## src/rtl/i2c_scl_gen.sv

```systemverilog
// I2C SCL generator: four quarter-period phases per SCL period, registered strobes,
// and clock-stretch freeze of the high-first-half phase.
`timescale 1ns/1ps
module i2c_scl_gen #(
    parameter int CNT_W      = 16,
    parameter bit STRETCH_EN = 1'b1
) (
    input  logic             clk,
    input  logic             rst,
    input  logic             en,
    input  logic [CNT_W-1:0] div,
    input  logic             scl_in,
    output logic             scl_o,
    output logic             scl_rise,
    output logic             scl_fall,
    output logic             sample_pt,
    output logic             change_pt,
    output logic             stretching
);

    typedef enum logic [1:0] {
        PH_LOW0  = 2'd0,
        PH_LOW1  = 2'd1,
        PH_HIGH0 = 2'd2,
        PH_HIGH1 = 2'd3
    } ph_t;

    ph_t              ph, ph_nxt;
    logic [CNT_W-1:0] cnt, cnt_nxt;
    logic [CNT_W-1:0] div_lat, div_lat_nxt;
    logic             active, active_nxt;
    logic [1:0]       sync;
    logic             scl_s;
    logic             fall_nxt, change_nxt, rise_nxt, sample_nxt, stretch_nxt;
    logic             tc, frozen;

    assign scl_s  = sync[1];
    assign tc     = (cnt == div_lat);
    assign frozen = STRETCH_EN && (ph == PH_HIGH0) && !scl_s;
    // ph is a flop, so its MSB is already a registered SCL level
    assign scl_o  = ph[1];

    always_ff @(posedge clk) begin
        if (rst) begin
            cnt        <= '0;
            ph         <= PH_HIGH1;
            div_lat    <= div;
            active     <= 1'b0;
            sync       <= 2'b11;
            scl_fall   <= 1'b0;
            change_pt  <= 1'b0;
            scl_rise   <= 1'b0;
            sample_pt  <= 1'b0;
            stretching <= 1'b0;
        end else begin
            cnt        <= cnt_nxt;
            ph         <= ph_nxt;
            div_lat    <= div_lat_nxt;
            active     <= active_nxt;
            sync       <= {sync[0], scl_in};
            scl_fall   <= fall_nxt;
            change_pt  <= change_nxt;
            scl_rise   <= rise_nxt;
            sample_pt  <= sample_nxt;
            stretching <= stretch_nxt;
        end
    end

    always_comb begin
        cnt_nxt     = cnt;
        ph_nxt      = ph;
        div_lat_nxt = div_lat;
        active_nxt  = active;
        fall_nxt    = 1'b0;
        change_nxt  = 1'b0;
        rise_nxt    = 1'b0;
        sample_nxt  = 1'b0;
        stretch_nxt = 1'b0;
        if (!en) begin
            cnt_nxt     = '0;
            ph_nxt      = PH_HIGH1;
            div_lat_nxt = div;
            active_nxt  = 1'b0;
        end else if (!active) begin
            // The edge that first sees en only arms the counter, so the first
            // fall lands a full quarter (Q cycles) later.
            active_nxt  = 1'b1;
            cnt_nxt     = '0;
            div_lat_nxt = div;
        end else if (frozen) begin
            stretch_nxt = 1'b1;
        end else if (tc) begin
            cnt_nxt     = '0;
            ph_nxt      = ph_t'(ph + 2'd1);
            div_lat_nxt = div;
            case (ph)
                PH_HIGH1: fall_nxt   = 1'b1;
                PH_LOW0:  change_nxt = 1'b1;
                PH_LOW1:  rise_nxt   = 1'b1;
                default:  sample_nxt = 1'b1;
            endcase
        end else begin
            cnt_nxt = cnt + CNT_W'(1);
        end
    end

endmodule

```

## config.mk

```make
export PLATFORM = sky130hd
export DESIGN_NAME = i2c_scl_gen
export DESIGN_NICKNAME = d
export VERILOG_FILES = /design/src/rtl/i2c_scl_gen.sv
export SDC_FILE = /design/constraint.sdc
export NUM_CORES = 1
export LEC_CHECK = 0
export ABC_AREA = 1
export BUFFER_PORTS_ARGS = -buffer_cell sky130_fd_sc_hd__buf_2
export CELL_PAD_IN_SITES_DETAIL_PLACEMENT = 1
export CELL_PAD_IN_SITES_GLOBAL_PLACEMENT = 2
export CORE_ASPECT_RATIO = 0.8
export CORE_MARGIN = 2
export CORE_UTILIZATION = 33
export CTS_CLUSTER_SIZE = 40
export DETAILED_ROUTE_END_ITERATION = 10
export PLACE_DENSITY_LB_ADDON = 0.25
export SLEW_MARGIN = 25
export SYNTH_ARGS = -nofsm -noshare
export SYNTH_HDL_FRONTEND = slang
export SYNTH_SLANG_ARGS = --single-unit
```

## constraint.sdc

```tcl
create_clock -name clk -period 1.9 [get_ports clk]
set_clock_uncertainty 0.1 [all_clocks]
set_input_delay 0.095 -clock clk [delete_from_list [all_inputs] [get_ports clk]]
set_output_delay 0.095 -clock clk [all_outputs]
set_load 0.1 [all_outputs]
```

==> results of run 1 <==
## worst min-delay path, delay by kind of cell
kind,cells,cell delay (ps)
buffers and inverters,1,100
and+or+nand+nor,2,280
## through the flow
stage          utilization  setup WS (ps)
5_1_grt              0.455           3.47
3_3_place_gp         0.403           58.7
3_5_place_dp         0.403           36.1
4_1_cts              0.453           26.5
2_1_floorplan            -           57.6
6_report             0.455           84.8
## cells in the final DEF (no fill, tap or decap)
cell,netlist,layout
nand2_1,59,59
nor3_1,7,7
nand3_1,9,9
dlygate4sd3_1,0,19
nor2_4,1,2
dfxtp_2,0,5
nand3b_1,1,1
inv_1,39,39
xnor2_1,2,2
xor2_1,13,13
nand2_4,1,1
buf_2,0,25
buf_12,0,2
edfxtp_1,16,16
clkbuf_1,0,1
dfxtp_1,26,21
nand3_2,1,1
inv_2,1,1
o21ai_0,1,1
ha_1,6,6
buf_4,0,7
o21bai_1,1,1
or2_2,3,3
nand2_2,1,1
nor2_1,38,37
nor2_2,2,2
a21oi_1,1,1
clkbuf_8,0,6
nand4_1,4,4
## final timing paths
path                            startpoint          to  slack, ps
worst max-delay path                cnt[4]  div_lat[9]         80
worst min-delay path                    en    scl_fall        120
worst max register to register      cnt[4]  div_lat[9]         80
worst min register to register     sync[0]     sync[1]        320
## kinds of logic after synthesis
family	after synthesis	share of synthesized area
AOI/OAI and AO/OA	3	0.00906
xor gates and xnor gates	15	0.0680
adders and majority gates	6	0.0388
buffers and inverters	41	0.0835
DFF	42	0.518
and+or+nand+nor	127	0.283
## power groups by stage
stage	clock network [mW]	registers, mW	logic, mW
after global routing	0.637	0.975	0.119
after CTS	0.597	0.972	0.104
after global placement	0	0.992	0.0730
after detailed placement	0	0.993	0.0744
after floorplan	0	0.989	0.0408
final	0.568	0.972	0.105
## flip-flops by register name, indices dropped and copies added, names as in the netlist
register	flops
stretching	1
sample_pt	1
sync	2
scl_fall	1
active	1
div_lat	16
change_pt	1
scl_rise	1
ph	2
cnt	16
## routing by layer
layer  wire [um]  vias to the layer above
met5           0                        -
met2        1720                       20
met3         126                        5
li1            -                      826
met1        2190                      683
met4          56                        0
## layout make-up
type / count / area [um^2]
clock buffers: 7 / 86.3
fillers: 671 / 3030
inverters: 40 / 150
multi-input cells: 151 / 778
flip-flops and latches: 42 / 1010
well taps: 78 / 97.6
repair buffers: 53 / 408
## repair_timing
item / 4_1_cts / 5_1_grt
endpoints found under the setup margin: 0 / 20
gates resized for setup: 0 / 6
hold buffers: 19 / 0
buffers inserted: 0 / 0
hold endpoints to repair: 18 / 0
==> reports/metrics.yaml, run 1 <==
synthesis:
  synth_flop_cell: "dfxtp_1"
  async_reset_ff_frac: 0
  synth.distinct_cells: 23
  synthTopCellsByCount: "nand2_1 (59), inv_1 (39), nor2_1 (38), dfxtp_1 (26), edfxtp_1 (16)"
  ys_warn_count: 0
  synthTopCellsByArea: "dfxtp_1 (27%), edfxtp_1 (25%), nand2_1 (11%), inv_1 (7.6%), nor2_1 (7.4%)"
  syn_area_um2: 1930
  synth.most_common_cell: "nand2_1"
  synth_edf_count: 16
  syn-num-nets: 260
  syn_inst: 234
  ys_seq_area_frac: 0.518
  synth.ff_latch_count: 42
  synth_top_area_share: 0.269
  synth_area_leader_cell: "dfxtp_1"
  synth.avg_cell_area_um2: 8.26
power_and_ir_drop:
  finalPower_mw: 1.65
  switching_share: 0.205
  combinationalPowerShare: 0.064
  power_density_nw_per_um2: 651
  p_int_mw: 1.31
  leakage_nw: 1.13
  pwr-share-seq: 0.591
  pwr-share-clk: 0.345
  p_sw_mw: 0.337
  max-vdd-ir-drop_mv: 0.327
finish:
  fin_area_um2: 2530
  syn2layout_area_growth_pct: 30.7
  drive_above_1_share: 0.191
  nets: 319
  final_cells: 371
  diodes: 0
global_routing:
  antenna_found_initial: 0
  grt_max_degree: 19
  top_usage_layer: "met2"
  met2_usage: 0.222
  gr-usage-all-layers: 0.148
  overflow: 0
  grt_pass1_wl_um: 7210
  grt_pass1_vias: 1593
  met3_usage: 0.0410
  grt_use_met1: 0.204
routing:
  routedWlPerCell_um: 11.0
  drtPass1Iterations: 4
  antenna_left: 0
  vias_per_cell: 4.13
  wl_um: 4090
  vias: 1534
  dr.first_iter.drc_count: 39
  drc: 0
sta:
  min_period_over_period: 0.955
  holdWs_ps: 124
  period_minus_slack_ps: 1820
  maxSlewHeadroom: 0.678
  max_freq_mhz: 551
  finalSetupTns_ps: 0
  worstMarginPinSlew_ps: 487
  drv_slew: 0
  rsz0062_at_grt: "false"
  hold_viol_final: 0
  setup_viol: 0
worst_setup_path:
  cp_cell_sequence: "inv_1 -> nand2_1 -> nand2_1 -> nor2_1 -> nand2_1 -> nor2_4 -> nand3_2 -> nand2_4 -> buf_12"
  critPathMostFrequentCell: "nand2_1"
  required_ps: 1800
  start_kind: "flop"
  path_delay_family: "simple AND/OR/NAND/NOR gates"
  crit_path_top_delay_cell: "dfxtp_1"
  r2r.worst_path.cells: 9
  path_max_fanout: 18
  cp.depth: 9
  critPathKind: "reg -> reg"
  cp.arrival_ps: 1720
  endpoint_kind: "flop"
  cp_slowest_stage_delay_ps: 410
  crit_buf_inv: 2
clock_network:
  clock_path_buffers: 2
  cts_buffers: 5
  htreeDepth: 2
  clk_latency_ps: 290
  cts_root_buf: "clkbuf_8"
  cts_sinks: 42
  clkSlewWorstSetupHoldPaths_ps: 70
  tritoncts: "done"
place:
  place_inst: 345
  placed_area_um2: 2240
  port-buffer-count: 25
  gp_congestion: 0.729
  place_hpwl_um: 3020
outcome:
  status: "complete, no violations"
worst_hold_path:
  worstHoldPathType: "in -> reg"
  holdPathStages: 3
floorplan:
  fp.dieW_um: 89.6
  ios: 26
  rows: 24
  core-area_um2: 5560
  die_area_um2: 6490
  die_h_um: 72.5
  initial_core_util: 0.348
job:
  cap_viol_max_count: 0
No activity file was read; power rests on OpenSTA's default activity.
==> run 2: changes to the inputs <==
--- a/config.mk
+++ b/config.mk
@@ -14,7 +14,7 @@
 export CORE_UTILIZATION = 33
 export CTS_CLUSTER_SIZE = 40
 export DETAILED_ROUTE_END_ITERATION = 10
-export PLACE_DENSITY_LB_ADDON = 0.25
+export PLACE_DENSITY = 0.82
 export SLEW_MARGIN = 25
 export SYNTH_ARGS = -nofsm -noshare
 export SYNTH_HDL_FRONTEND = slang
==> reports/metrics.yaml, run 2 (synthesis results as in run 1) <==
outcome:
  status: "complete, no violations"
power_and_ir_drop:
  combinationalPowerShare: 0.063  # about the same
  power_density_nw_per_um2: 674  # +3.5%
  p_sw_mw: 0.376  # +12%
  p_int_mw: 1.36  # +4.0%
  max-vdd-ir-drop_mv: 0.274  # -16%
  finalPower_mw: 1.74  # +5.6%
  switching_share: 0.217  # +0.0120
  pwr-share-seq: 0.559  # -0.032
  pwr-share-clk: 0.378  # +0.033
  leakage_nw: 1.15  # +1.6%
place:
  gp_congestion: 0.728  # about the same
  port-buffer-count: 25  # unchanged
  place_hpwl_um: 3110  # +2.9%
  place_inst: 346  # +0.29%
worst_setup_path:
  path_delay_family: "simple AND/OR/NAND/NOR gates"
  cp.arrival_ps: 1660  # -60 ps
  cp_slowest_stage_delay_ps: 370  # -40 ps
  required_ps: 1820  # +20 ps
  path_max_fanout: 12  # -6
  cp_cell_sequence: "inv_1 -> nand2_1 -> nand2_1 -> nor2_1 -> nand2_1 -> nor2_4 -> nand3_2 -> nand2_4 -> buf_12"
  endpoint_kind: "flop"
  critPathMostFrequentCell: "nand2_1"
  crit_path_top_delay_cell: "dfxtp_1"
  start_kind: "flop"
  critPathKind: "reg -> reg"
  crit_buf_inv: 2  # unchanged
global_routing:
  antenna_found_initial: 0  # unchanged
  grt_pass1_wl_um: 7150  # -0.86%
  overflow: 0  # unchanged
  grt_max_degree: 14  # -5
  gr-usage-all-layers: 0.147  # -0.00159
  grt_pass1_vias: 1576  # -1.1%
sta:
  worstMarginPinSlew_ps: 489  # +2.46 ps
  rsz0062_at_grt: "false"
  holdWs_ps: 106  # -18.1 ps
  maxSlewHeadroom: 0.676  # -0.00163
  drv_slew: 0  # unchanged
  setup_viol: 0  # unchanged
  hold_viol_final: 0  # unchanged
  finalSetupTns_ps: 0  # unchanged
  period_minus_slack_ps: 1740  # -70.7 ps
  min_period_over_period: 0.918  # -0.0372
  max_freq_mhz: 573  # +4.1%
floorplan:
  initial_core_util: 0.348  # unchanged
  die_h_um: 72.5  # unchanged
  fp.dieW_um: 89.6  # unchanged
  core-area_um2: 5560  # unchanged
  ios: 26  # unchanged
  die_area_um2: 6490  # unchanged
  rows: 24  # unchanged
clock_network:
  cts_root_buf: "clkbuf_8"
  clock_path_buffers: 2  # unchanged
  clk_latency_ps: 300  # about the same
  clkSlewWorstSetupHoldPaths_ps: 80  # about the same
  cts_sinks: 42  # unchanged
  tritoncts: "done"
  cts_buffers: 5  # unchanged
  htreeDepth: 2  # unchanged
  postCtsSetupRepairBufs: 0  # unchanged
finish:
  final_cell_mix: "nand2_1 (58), inv_1 (39), nor2_1 (34)"
  final_common_cell: "nand2_1"
  diodes: 0  # unchanged
  nets: 320  # +0.31%
  drive_above_1_share: 0.217  # +0.0258
  reg_top3: "cnt: 16 flops, div_lat: 16 flops"
  final_cells: 373  # +0.54%
  syn2layout_area_growth_pct: 33.4
routing:
  routedWlPerCell_um: 11.3  # +2.2%
  drtPass1Iterations: 4  # unchanged
  dr.first_iter.drc_count: 46  # +18%
  wl_um: 4200  # +2.8%
  vias_per_cell: 4.17  # +0.76%
  antenna_left: 0  # unchanged
  drc: 0  # unchanged
  vias: 1554  # +1.3%
worst_hold_path:
  worstHoldPathType: "in -> reg"
job:
  cap_viol_max_count: 0  # unchanged
==> run 2: power by group through the flow <==
stage	clock, mW	combinational (mW)	sequential (mW)
6_report	0.657	0.109	0.972
3_5_place_dp	0	0.0778	0.994
2_1_floorplan	0	0.0408	0.989
3_3_place_gp	0	0.0759	0.993
5_1_grt	0.716	0.124	0.976
4_1_cts	0.684	0.108	0.973
==> run 2: timing repair <==
item	in CTS	in global routing
resized for setup	0	12
endpoints found under the hold margin	18	0
endpoints found under the setup margin	0	29
hold buffers	19	0
==> run 2: area by class of cell <==
type                    count  area (um^2)
well taps                  78         97.6
flip-flops and latches     42         1010
clock inverters             1         7.51
clock buffers               7         97.6
fillers                   682         2980
inverters                  40          150
multi-input cells         151          788
repair buffers             54          428
==> run 2: worst register-to-register path: cells and delay by family (launching register included) <==
kind | cells | cell delay (ps)
flops | 1 | 370
simple gates | 7 | 760
buf+inv | 2 | 240
==> run 2: final timing paths <==
| kind | from | to | slack (ps) | cells after the start |
|---|---|---|---|---|
| min | en | scl_fall | 110 | 3 |
| max reg2reg | cnt[6] | div_lat[0] | 160 | 9 |
| min reg2reg | sync[0] | sync[1] | 310 | 1 |
| max | cnt[6] | div_lat[0] | 160 | 9 |
==> run 2: metal layers <==
layer | part of all wire | vias up | global-route usage
li1 | - | 830 | -
met1 | 0.51 | 692 | 0.197
met2 | 0.43 | 24 | 0.226
met3 | 0.035 | 8 | 0.0341
met4 | 0.019 | 0 | 0.0597
met5 | 0 | - | 0
==> run 2: per-stage QoR <==
step | worst slack, ps | instance area [um^2] | util
2_1_floorplan | 57.6 | 1930 | -
3_3_place_gp | 67.8 | 2260 | 0.407
3_5_place_dp | 59.1 | 2260 | 0.407
4_1_cts | 28.1 | 2550 | 0.460
5_1_grt | 6.03 | 2580 | 0.464
6_report | 155 | 2580 | 0.464
==> run 3: changes to the inputs <==
--- a/config.mk
+++ b/config.mk
@@ -5,16 +5,15 @@
 export SDC_FILE = /design/constraint.sdc
 export NUM_CORES = 1
 export LEC_CHECK = 0
-export ABC_AREA = 1
 export BUFFER_PORTS_ARGS = -buffer_cell sky130_fd_sc_hd__buf_2
 export CELL_PAD_IN_SITES_DETAIL_PLACEMENT = 1
 export CELL_PAD_IN_SITES_GLOBAL_PLACEMENT = 2
 export CORE_ASPECT_RATIO = 0.8
 export CORE_MARGIN = 2
-export CORE_UTILIZATION = 33
+export CORE_UTILIZATION = 35
 export CTS_CLUSTER_SIZE = 40
 export DETAILED_ROUTE_END_ITERATION = 10
-export PLACE_DENSITY = 0.82
+export PLACE_DENSITY = 0.8
 export SLEW_MARGIN = 25
 export SYNTH_ARGS = -nofsm -noshare
 export SYNTH_HDL_FRONTEND = slang
==> reports/metrics.yaml, run 3 <==
clock_network:
  clkSlewWorstSetupHoldPaths_ps: 80  # about the same
  cts_sinks: 42  # unchanged
  cts_root_buf: "clkbuf_8"
  htreeDepth: 2  # unchanged
  clock_path_buffers: 2  # unchanged
  tritoncts: "done"
  clk_latency_ps: 290  # about the same
  cts_buffers: 5  # unchanged
power_and_ir_drop:
  max-vdd-ir-drop_mv: 0.446  # +63%
  p_sw_mw: 0.333  # -11%
  finalPower_mw: 1.65  # -5.0%
  power_density_nw_per_um2: 656  # -2.6%
  switching_share: 0.202  # -0.0147
  pwr-share-seq: 0.588  # +0.029
  p_int_mw: 1.32  # -3.2%
  combinationalPowerShare: 0.059  # -0.004
  leakage_nw: 1.04  # -9.4%
  pwr-share-clk: 0.353  # -0.025
routing:
  antenna_left: 0  # unchanged
  wl_um: 3990  # -5.0%
  routedWlPerCell_um: 13.4  # +19%
  drtPass1Iterations: 4  # unchanged
  vias: 1357  # -13%
  dr.first_iter.drc_count: 78  # +70%
  drc: 0  # unchanged
  vias_per_cell: 4.57  # +9.7%
synthesis:
  async_reset_ff_frac: 0  # unchanged
  synthTopCellsByCount: "dfxtp_1 (26), xor2_1 (19), nor2_1 (18), edfxtp_1 (16)"
  synth_top_area_share: 0.292  # +0.0227
  synth_top_family_by_area: "simple AND/OR/NAND/NOR gates"
  synthTopCellsByArea: "dfxtp_1 (29%), edfxtp_1 (27%), xor2_1 (9.3%), xnor2_1 (4.4%), ha_1 (4.2%)"
  synth.distinct_cells: 32  # +39%
  ys_warn_count: 0  # unchanged
  synth_mux_area_frac: 0  # unchanged
  synth_edf_count: 16  # unchanged
  synth_xor_area_frac: 0.138  # +0.0696
  syn-num-nets: 188  # -28%
  synth.avg_cell_area_um2: 11.0  # +33%
  ys_seq_area_frac: 0.561  # +0.0436
  synth_flop_cell: "dfxtp_1"
  synth.most_common_cell: "dfxtp_1"
  syn_area_um2: 1780  # -7.8%
  synth.ff_latch_count: 42  # unchanged
  synth_fa_ha_area_frac: 0.0421  # +0.00327
  synth-simple-area-share: 0.210  # -0.0730
  synth_area_leader_cell: "dfxtp_1"
  synth-compound-area-share: 0.0232  # +0.0141
  syn_inst: 162  # -31%
floorplan:
  die_area_um2: 5680  # -12%
  initial_core_util: 0.360  # +0.0122
  ios: 26  # unchanged
  die_h_um: 67.8  # -6.4%
  fp.dieW_um: 83.8  # -6.4%
  core-area_um2: 4950  # -11%
  rows: 23  # -4.2%
place:
  place_hpwl_um: 2990  # -4.1%
  gp_congestion: 0.813  # +12%
  port-buffer-count: 25  # unchanged
worst_setup_path:
  cp.arrival_ps: 1840  # +180 ps
  start_kind: "flop"
  path_max_fanout: 14  # +2
  crit_path_top_delay_cell: "edfxtp_1"
  cp_cell_sequence: "xor2_1 -> nor4_1 -> buf_4 -> and4_4 -> a21o_4 -> buf_12"
  crit_buf_inv: 2  # unchanged
  cp_slowest_stage_delay_ps: 380  # about the same
  required_ps: 1800  # -20 ps
  path_delay_family: "simple AND/OR/NAND/NOR gates"
  critPathKind: "reg -> reg"
  endpoint_kind: "flop"
sta:
  min_period_over_period: 1.02  # +0.103
  rsz0062_at_grt: "true"
  setup_ws_ps: -40.9  # -196 ps
  max_freq_mhz: 515  # -10%
  worstMarginPinSlew_ps: 490  # +1.17 ps
  holdWs_ps: 10.4  # -96.0 ps
  drv_slew: 0  # unchanged
  maxSlewHeadroom: 0.675  # -0.000775
  period_minus_slack_ps: 1940  # +196 ps
  setup_viol: 24  # +24
  hold_viol_final: 0  # unchanged
finish:
  nets: 260  # -19%
  final_cell_mix: "dfxtp_1 (25), buf_2 (25), buf_4 (24)"
  syn2layout_area_growth_pct: 41.1
  reg_top3: "cnt: 16 flops, div_lat: 16 flops"
  drive_above_1_share: 0.302  # +0.0852
  diodes: 0  # unchanged
  num-fill-cells: 555  # -19%
outcome:
  violations: "setup timing"
  status: "finished, violations left"
global_routing:
  antenna_found_initial: 0  # unchanged
  overflow: 0  # unchanged
  gr-usage-all-layers: 0.154  # +0.00705
  grt_max_degree: 15  # +1
  grt_pass1_vias: 1469  # -6.8%
  grt_pass1_wl_um: 6710  # -6.2%
worst_hold_path:
  worstHoldPathType: "in -> reg"
job:
  cap_viol_max_count: 0  # unchanged
## run 3: changes by cell type after synthesis, moves of 5 or more
cell / previous run / this run
xnor2_1: 2 / 9
xor2_1: 13 / 19
nor3_1: 7 / 2
and2_1: 0 / 5
nor4_1: 0 / 5
nor2_1: 38 / 18
nand2_1: 59 / 11
inv_1: 39 / 3
## run 3: logic make-up after synthesis
kind of cell,count (synthesis)
and+or+nand+nor,71
DFF,42
xor gates and xnor gates,28
buffers and inverters,8
AOI/OAI and AO/OA,7
adders and majority gates,6
## run 3: final cells by class
type,count,area [um^2],share of cell area
Timing Repair Buffer,70,536,0.213
Tap cell,62,77.6,0.0308
Inverter,3,11.3,0.00448
Sequential cell,42,1000,0.400
Multi-Input combinational cell,112,796,0.316
Clock buffer,8,90.1,0.0358
## run 3: power groups by stage
| stage | Combinational, mW | Sequential (mW) | Clock, mW |
|---|---|---|---|
| 2_1_floorplan | 0.0261 | 0.988 | 0 |
| 3_3_place_gp | 0.0597 | 0.989 | 0 |
| 3_5_place_dp | 0.0634 | 0.991 | 0 |
| 4_1_cts | 0.0955 | 0.970 | 0.603 |
| 5_1_grt | 0.108 | 0.973 | 0.638 |
| 6_report | 0.0969 | 0.970 | 0.583 |
## run 3: worst paths after layout
kind	slack [ps]	startpoint	end	cells past startpoint
max	-40	div_lat[5]	div_lat[3]	6
max reg2reg	-40	div_lat[5]	div_lat[3]	6
min	10	en	active	2
min reg2reg	330	sync[0]	sync[1]	1
## run 3: repair_timing
action | CTS | global route
buffers inserted | 0 | 0
pin swaps | 2 | 1
hold buffers | 19 | 0
endpoints found under the setup margin | 27 | 32
resized for setup | 3 | 9
endpoints found under the hold margin | 21 | 0
## run 3: layer usage
layer	GRT usage	wire (um)	part of all wire
met5	0	0	0
met4	0.0706	70	0.018
met3	0.0362	122	0.031
met2	0.269	1960	0.49
met1	0.184	1840	0.46
## run 3: stage by stage
step	worst slack, ps	TNS (ps)	instance area [um^2]	util	std cells
floorplan	3.56	0	1790	-	162
global placement	-94.5	-2040	2170	0.439	270
detailed placement	-132	-2980	2170	0.439	270
CTS	-13.1	-129	2470	0.499	297
global route	-164	-3910	2510	0.508	297
finish	-40.9	-659	2510	0.508	297
